### src/rtl/regwb_pkg.sv
// regwb_pkg
// Shared types and constants for the register-file write-back arbiter.
//   NUM_REQ   : number of write requesters (ALU, MEM, IO)
//   REG_W     : register data width
//   DR_W      : destination-register index width
//   NUM_REGS  : number of architectural registers (scoreboard width)
//   src_id_t  : requester identity; SRC_NONE marks an empty output stage
//   wb_entry_t: one staged register-file write
package regwb_pkg;

    localparam int unsigned NUM_REQ  = 3;
    localparam int unsigned REG_W    = 16;
    localparam int unsigned DR_W     = 3;
    localparam int unsigned NUM_REGS = 8;

    typedef enum logic [1:0] {
        SRC_ALU  = 2'd0,
        SRC_MEM  = 2'd1,
        SRC_IO   = 2'd2,
        SRC_NONE = 2'd3
    } src_id_t;

    typedef struct packed {
        logic            valid;
        logic [DR_W-1:0] dr;
        logic [REG_W-1:0] data;
        src_id_t         src;
    } wb_entry_t;

    // (a + b) mod 3 for operands in 0..2.
    function automatic logic [1:0] add_mod3(input logic [1:0] a, input logic [1:0] b);
        logic [2:0] s;
        s = {1'b0, a} + {1'b0, b};
        return (s >= 3'd3) ? 2'(s - 3'd3) : s[1:0];
    endfunction

    // Round-robin pointer after granting requester idx.
    function automatic logic [1:0] next_ptr(input logic [1:0] idx);
        return add_mod3(idx, 2'd1);
    endfunction

endpackage

### src/rtl/regwb_arbiter_rr_pick3.sv
// rr_pick3
// Combinational three-way round-robin selector.
//   valid_i : per-requester request bits
//   ptr_i   : requester with highest priority this cycle (3 is treated as 0)
//   grant_o : one-hot grant of the first valid requester at or after ptr_i
//   idx_o   : index of the granted requester, 2'd3 when nothing is valid
module rr_pick3
    import regwb_pkg::*;
(
    input  logic [NUM_REQ-1:0] valid_i,
    input  logic [1:0]         ptr_i,
    output logic [NUM_REQ-1:0] grant_o,
    output logic [1:0]         idx_o
);

    logic [1:0]         start;
    logic [NUM_REQ-1:0] rot;
    logic [1:0]         offset;
    logic               any;

    always_comb begin
        start = (ptr_i == 2'd3) ? 2'd0 : ptr_i;

        // rot[i] is the request of requester (start + i) mod 3.
        unique case (start)
            2'd1:    rot = {valid_i[0], valid_i[2], valid_i[1]};
            2'd2:    rot = {valid_i[1], valid_i[0], valid_i[2]};
            default: rot = valid_i;
        endcase

        any    = |rot;
        offset = 2'd0;
        if (rot[0]) begin
            offset = 2'd0;
        end else if (rot[1]) begin
            offset = 2'd1;
        end else if (rot[2]) begin
            offset = 2'd2;
        end

        grant_o = '0;
        idx_o   = 2'd3;
        if (any) begin
            idx_o   = add_mod3(start, offset);
            grant_o = 3'b001 << idx_o;
        end
    end

endmodule

### src/rtl/regwb_arbiter.sv
// regwb_arbiter
// Arbitrates three register-file write requesters (ALU, MEM, IO) onto a single
// write port through a one-entry output stage, with round-robin fairness.
// Optional feature macro: REGWB_SCOREBOARD_EN enables the busy scoreboard;
// when undefined, busy is tied to zero and no scoreboard flops are built.
//
// Ports:
//   Clk, Reset    : clock, synchronous active-high reset
//   req_valid     : per-requester write request
//   req_dr        : packed destination registers, requester k at [3k+2:3k]
//   req_data      : packed write data, requester k at [16k+15:16k]
//   req_ready     : one-hot grant (accept = valid & ready at posedge)
//   wb_stall      : blocks issue to the register file and new grants
//   LD_REG        : register-file write enable
//   DRMUX_output  : register-file write address
//   data_in       : register-file write data
//   grant_id      : source of the staged write, 2'd3 when the stage is empty
//   busy          : per-register pending-write scoreboard
module regwb_arbiter
    import regwb_pkg::*;
(
    input  logic                     Clk,
    input  logic                     Reset,
    input  logic [NUM_REQ-1:0]       req_valid,
    input  logic [NUM_REQ*DR_W-1:0]  req_dr,
    input  logic [NUM_REQ*REG_W-1:0] req_data,
    output logic [NUM_REQ-1:0]       req_ready,
    input  logic                     wb_stall,
    output logic                     LD_REG,
    output logic [DR_W-1:0]          DRMUX_output,
    output logic [REG_W-1:0]         data_in,
    output logic [1:0]               grant_id,
    output logic [NUM_REGS-1:0]      busy
);

    wb_entry_t          out_q, out_d;
    logic [1:0]         rr_q, rr_d;
    logic [NUM_REQ-1:0] pick_grant;
    logic [1:0]         pick_idx;
    logic               issue;
    logic               grant_ok;
    logic               accept;
    logic [DR_W-1:0]    sel_dr;
    logic [REG_W-1:0]   sel_data;

    rr_pick3 u_pick (
        .valid_i (req_valid),
        .ptr_i   (rr_q),
        .grant_o (pick_grant),
        .idx_o   (pick_idx)
    );

    // Reset suppresses the write so a pending entry is discarded, not issued.
    assign issue    = out_q.valid & ~wb_stall & ~Reset;
    // The stage can take a new write when empty or draining this cycle.
    assign grant_ok = ~Reset & ~wb_stall & (~out_q.valid | issue);
    assign accept   = grant_ok & (|pick_grant);

    assign req_ready    = grant_ok ? pick_grant : '0;
    assign LD_REG       = issue;
    assign DRMUX_output = out_q.dr;
    assign data_in      = out_q.data;
    assign grant_id     = out_q.valid ? 2'(out_q.src) : 2'(SRC_NONE);

    always_comb begin
        unique case (pick_idx)
            2'd1: begin
                sel_dr   = req_dr[2*DR_W-1:DR_W];
                sel_data = req_data[2*REG_W-1:REG_W];
            end
            2'd2: begin
                sel_dr   = req_dr[3*DR_W-1:2*DR_W];
                sel_data = req_data[3*REG_W-1:2*REG_W];
            end
            default: begin
                sel_dr   = req_dr[DR_W-1:0];
                sel_data = req_data[REG_W-1:0];
            end
        endcase
    end

    always_comb begin
        out_d = out_q;
        rr_d  = rr_q;
        if (accept) begin
            out_d.valid = 1'b1;
            out_d.dr    = sel_dr;
            out_d.data  = sel_data;
            out_d.src   = src_id_t'(pick_idx);
            rr_d        = next_ptr(pick_idx);
        end else if (issue) begin
            out_d.valid = 1'b0;
            out_d.src   = SRC_NONE;
        end
    end

    always_ff @(posedge Clk) begin
        if (Reset) begin
            out_q <= '{valid: 1'b0, dr: '0, data: '0, src: SRC_NONE};
            rr_q  <= 2'd0;
        end else begin
            out_q <= out_d;
            rr_q  <= rr_d;
        end
    end

`ifdef REGWB_SCOREBOARD_EN
    logic [NUM_REGS-1:0] busy_q, busy_d;

    // Set after clear so a same-register accept wins over the issue.
    always_comb begin
        busy_d = busy_q;
        if (issue) begin
            busy_d[out_q.dr] = 1'b0;
        end
        if (accept) begin
            busy_d[sel_dr] = 1'b1;
        end
    end

    always_ff @(posedge Clk) begin
        if (Reset) begin
            busy_q <= '0;
        end else begin
            busy_q <= busy_d;
        end
    end

    assign busy = busy_q;
`else
    assign busy = '0;
`endif

endmodule

### config.mk
export PLATFORM = sky130hd
export DESIGN_NAME = regwb_arbiter
export DESIGN_NICKNAME = d
export VERILOG_FILES = /design/src/rtl/regwb_pkg.sv /design/src/rtl/regwb_arbiter_rr_pick3.sv /design/src/rtl/regwb_arbiter.sv
export SDC_FILE = /design/constraint.sdc
export NUM_CORES = 1
export LEC_CHECK = 0
export CAP_MARGIN = 20
export CORE_AREA = 4 4 73 75
export DETAILED_ROUTE_END_ITERATION = 12
export DIE_AREA = 0 0 77 79
export PLACE_DENSITY = 0.79
export SKIP_CTS_REPAIR_TIMING = 1
export SLEW_MARGIN = 20
export SYNTH_ARGS = -nofsm -noshare
export SYNTH_HDL_FRONTEND = slang
export SYNTH_HIERARCHICAL = 1
export SYNTH_SLANG_ARGS = --single-unit
### constraint.sdc
create_clock -name Clk -period 5.3 [get_ports Clk]
set_input_delay 1.06 -clock Clk [delete_from_list [all_inputs] [get_ports Clk]]
set_output_delay 1.06 -clock Clk [all_outputs]
set_load 0.01 [all_outputs]
==> run metrics, run 1 <==
status=completed; CP max FO=4; gp weighted congestion=0.777; io pins=96; final clock skew=0.00909 ns; CTS tree=done; Primary FF master, synth=dfxtp_1; hold_ws=0.481 ns; pwr dens=639 nW/um^2; first-pass GRT wire length=7540 um; Mapped Area=1790 um^2; Overall Power=1.70 mW; DR DRC count=0; clock slew at reported path FFs=0.09 ns; Post-synth ARST share=0%; crit path kind=in -> out; fmax=200 MHz; Synth top cells by count=29 x buf_4, 24 x dfxtp_1, 24 x nand2_1; Synth Register Bits=24; H-tree depth=1; DP HPWL=3770 um; Clock Tree Root=clkbuf_8; Setup crit start kind=input pin; pin count of the biggest net entering global routing=25; flop2flop setup slack=1.15 ns; Post-Layout Inst Area=2660 um^2; vias after detailed routing=1,685; top post-synthesis cells by area=dfxtp_1 27%, buf_4 12%, a22oi_1 8.0%; worst vdd ir=0.000282 V; top cell type's share of synthesized area=26.9%; post-synth cell types=44; Num CTS Buffers=3; Slew Viols, Final=0; post-route ant nets=0; worst slew pin tran=0.506 ns; Detailed Route WL=4750 um; Worst slew margin=66.3%; area leader, netlist=dfxtp_1; CP Capture Type=output pin; Layout Utilization=57.0%; setup_tns=0 ns; Die Area=6080 um^2; final worst slack=0.301 ns; clock latency on the worst-skew pair=0.27 ns; Area Overhead vs Synth=48.5%; DP Cell Count=332; CTS Sinks=24; FP Rows=25; pre-CTS setup slack=-0.0667 ns; placed cell area=2560 um^2; WL/cell=14.1 um; Gate Count Post-Synth=210; number of synthesized flops with an enable pin=0; core region area=4660 um^2; Port Buffer Count=87; HP Class=reg -> reg; Period Utilization, post-route=94.3%; Critical Path RT=4.24 ns; yosys warns=6; minimum clock period=5.00 ns; number of diodes=0; unrepaired setup endpoints after global routing=false; Mapped Avg Cell Area=8.52 um^2; grt total ovfl=0; Die Width=77 um; Fillers=442; initial antenna violation count=0; final net count=356; Fin. Hold Viols=0; setup violators final=0; cells along the critical path=clkdlybuf4s50_1 > and4bb_1 > a31oi_1 > o22ai_1 > ha_1 > inv_1 > fa_1 > inv_1 > ha_1 > and3b_4 > mux2_1 > nor2_1 > and2_2 > dlymetal6s2s_1; crit-path max cell delay=0.50 ns; drt pass-1 iters=4; Lkg Pwr=1.12 nW; # Max-Cap Violations=0; sequential cell area fraction in the yosys report=26.9%; Arr. time, crit path=3.94 ns; total track usage=15.2%; die span in y=79 um; CTS max path bufs=2; top-count cell post-synth=buf_4; layout cell share with drive strength beyond 1=12.1%; Crit-path slowest cell=fa_1; Final Non-Filler Cells=336; via/cell ratio=5.01; initial cell density of the core=38.4%; vias in the first global route=1,636; DRT iter0 DRCs=88
==> metal layers <==
layer  GRT usage, %  wire length [um]  share of wire, %
met5              0                 0                 0
met1           17.6              1880                39
met2           28.1              2470                52
met3           3.97               353               7.4
met4           3.20                53               1.1
==> cell usage in the layout, fill, tap and decap left out, drive strengths merged, types with 3 or more instances in the layout <==
cell type,n
clkdlybuf4s50,84
dfxtp,24
nand2,24
o21ai,21
a22oi,19
a22o,19
buf,13
inv,10
ha,9
conb,8
nor2,5
nand2b,4
nor3b,3
clkbuf,3
dlymetal6s2s,3
and2,3
==> worst max-delay path, delay by kind of cell <==
family	cells	cell delay, ns
fa+ha+maj	3	0.84
compound gates	2	0.20
simple gates	4	0.82
buf+inv	4	0.70
mux	1	0.31
==> path summary, 6_finish.rpt <==
check | startpoint | end | cells after the start
worst max-delay path | req_valid[1] | req_ready[0] | 14
worst min register to register | data_in[8] | data_in[8] | 1
worst max register to register | rr_q[0] | DRMUX_output[0] | 18
worst min-delay path | data_in[8] | data_in[8] | 1
==> state kept, by name, summed over array words and instances (netlist names) <==
signal / flops
DRMUX_output: 3
data_in: 16
out_q: 3
rr_q: 2
==> logic make-up after synthesis <==
| kind of cell | Yosys count | share of synthesized area, % |
|---|---|---|
| multiplexers | 3 | 1.75 |
| AO/OA/AOI/OAI | 70 | 28.8 |
| AND/OR/NAND/NOR | 53 | 16.9 |
| buffers and inverters | 49 | 18.1 |
| other | 1 | 0.210 |
| flip-flops | 24 | 26.9 |
| adder cells (fa/ha/maj) | 10 | 7.41 |
==> area by class of cell <==
class	count	area (um^2)	area share (%)
Clock buffer	3	41.3	1.55
Tap cell	54	67.6	2.54
Timing Repair Buffer	100	976	36.7
Sequential cell	24	480	18.1
Inverter	10	37.5	1.41
Clock inverter	1	30.0	1.13
Multi-Input combinational cell	144	1020	38.5
==> power by group <==
group	total, mW	leakage [nW]	switching [mW]	internal, mW
sequential	0.245	0.196	0.0221	0.223
combinational	1.29	0.891	0.719	0.570
clock	0.162	0.0357	0.0612	0.101
(Power assumes the default switching activity.)
==> run 2: changes to the inputs <==
CELL_PAD_IN_SITES_DETAIL_PLACEMENT = 1   (was unset)
CELL_PAD_IN_SITES_GLOBAL_PLACEMENT = 1   (was unset)
CORE_AREA = 4 4 85 87   (was 4 4 73 75)
DIE_AREA = 0 0 89 91   (was 0 0 77 79)
PLACE_DENSITY = unset   (was 0.79)
PLACE_DENSITY_LB_ADDON = 0.1   (was unset)
==> run 2 against run 1 <==
Register-to-register slack got worse by 0.03 ns. Setup slack got worse by 0.044 ns. Via count increased by 1.4%. Sequential share of layout area decreased by 0.15 points. Critical endpoint unchanged.
==> run metrics, run 2 (same netlist as run 1, synthesis figures left out) <==
H-tree depth=1; Int Pwr=858 uW; met1 Track Usage GR=16.3%; vias after detailed routing=1,709; Die Area=8100 um^2; multi-input logic area=1030 um^2; clock latency on the worst-skew pair=0.27 ns; io pins=96; switching portion of total power=48.6%; Post-Layout Inst Area=2680 um^2; first-pass GRT wire length=8330 um; WL/cell=14.7 um; drt pass-1 iters=4; grt total ovfl=0; FP Rows=29; busiest layer in global routing=met2; Worst slew margin=49.6%; pwr dens=623 nW/um^2; initial cell density of the core=28.2%; post-route ant nets=0; vias in the first global route=1,708; share of power burned in registers=14.8%; clock share of power=7.7%; FF+latch area=480 um^2; DRT iter0 DRCs=41; setup violators final=0; layout cell share with drive strength beyond 1=12.7%; CP Capture Type=output pin; status=completed; CP top delay family=adder cells; minimum clock period=5.04 ns; total track usage=12.9%; DR DRC count=0; CTS Sinks=24; hold_ws=0.484 ns; final clock skew=0.00233 ns; Fillers=741; fmax=198 MHz; most frequent cells in the layout=84 x clkdlybuf4s50_1, 24 x dfxtp_1, 24 x nand2_1; Fin. Hold Viols=0; gp weighted congestion=0.718; cells along the critical path=clkdlybuf4s50_1 > and4bb_1 > a31oi_1 > o22ai_1 > ha_1 > inv_1 > fa_1 > inv_1 > ha_1 > and3b_4 > mux2_1 > nor2_2 > and2_2 > dlymetal6s2s_1; Die Width=89 um; Port Buffer Count=87; combinational power share=77.5%; max FFs per register=16; number of diodes=0; Clock Tree Root=clkbuf_8; commonest non-fill, non-tap cell in the layout=clkdlybuf4s50_1; final net count=357; crit-path max cell delay=0.51 ns; Period Utilization, post-route=95.2%; Lkg Pwr=1.12 nW; Num CTS Buffers=3; unrepaired setup endpoints after global routing=false; Critical Path RT=4.24 ns; crit path kind=in -> out; WP buf/inv=4; clock slew at reported path FFs=0.09 ns; Overall Power=1.67 mW; worst vdd ir=0.000397 V; switching pwr=810 uW; via/cell ratio=4.75; CP max FO=4; Area Overhead vs Synth=49.7%; DP HPWL=4270 um; CTS max path bufs=2; initial antenna violation count=0; Detailed Route WL=5280 um; core region area=6350 um^2; die span in y=91 um; HP Class=reg -> reg; Setup crit start kind=input pin; pin count of the biggest net entering global routing=22; M2 GR Usage=21.5%; CTS tree=done; worst slew pin tran=0.756 ns; placed cell area=2600 um^2; Arr. time, crit path=3.98 ns; # Max-Cap Violations=0; Slew Viols, Final=0; Crit-path slowest cell=fa_1; grt met3 use=3.98%
-- run 2: power by group through the flow --
stage | Combinational [mW] | Sequential (mW) | Clock, mW
floorplan | 0.946 | 0.244 | 0
global placement | 1.28 | 0.250 | 0
detailed placement | 1.31 | 0.251 | 0
CTS | 1.31 | 0.247 | 0.135
global route | 1.47 | 0.252 | 0.145
finish | 1.29 | 0.246 | 0.128
-- run 2: per-layer routing --
metal	vias to the layer above	wire length, um
li1	866	-
met1	788	2330
met2	51	2520
met3	4	393
met4	0	38
met5	-	0
-- run 2: path summary, 6_finish.rpt --
check / slack (ns) / endpoint / cells after the start / startpoint
min: 0.48 / data_in[1] / 1 / data_in[1]
max: 0.26 / req_ready[0] / 14 / req_valid[1]
min reg2reg: 0.48 / data_in[1] / 1 / data_in[1]
max reg2reg: 1.12 / data_in[7] / 19 / rr_q[0]
-- run 2: cell type report --
type	count	share of cell area [%]
sequential	24	17.9
inverter	10	1.40
multi-input combinational	144	38.3
tap	77	3.60
timing repair buffer	101	36.7
clock buffer	4	2.06
-- run 2: worst reg2reg max path, delay by kind of cell, from the launching register on --
| kind | cells | cell delay (ns) |
|---|---|---|
| buffers and inverters | 5 | 0.48 |
| adders and majority gates | 5 | 1.71 |
| DFF | 1 | 0.40 |
| and+or+nand+nor | 4 | 0.73 |
| AOI/OAI and AO/OA | 5 | 0.82 |
-- run 2: metrics by stage --
step | TNS, ns | setup WS (ns) | instances | util, %
2_1_floorplan | 0 | 0.929 | 217 | -
3_3_place_gp | -0.117 | -0.0867 | 356 | 41.0
3_5_place_dp | -0.298 | -0.156 | 356 | 41.0
4_1_cts | -0.383 | -0.182 | 360 | 41.8
5_1_grt | 0 | 0.110 | 360 | 42.2
6_report | 0 | 0.257 | 360 | 42.2
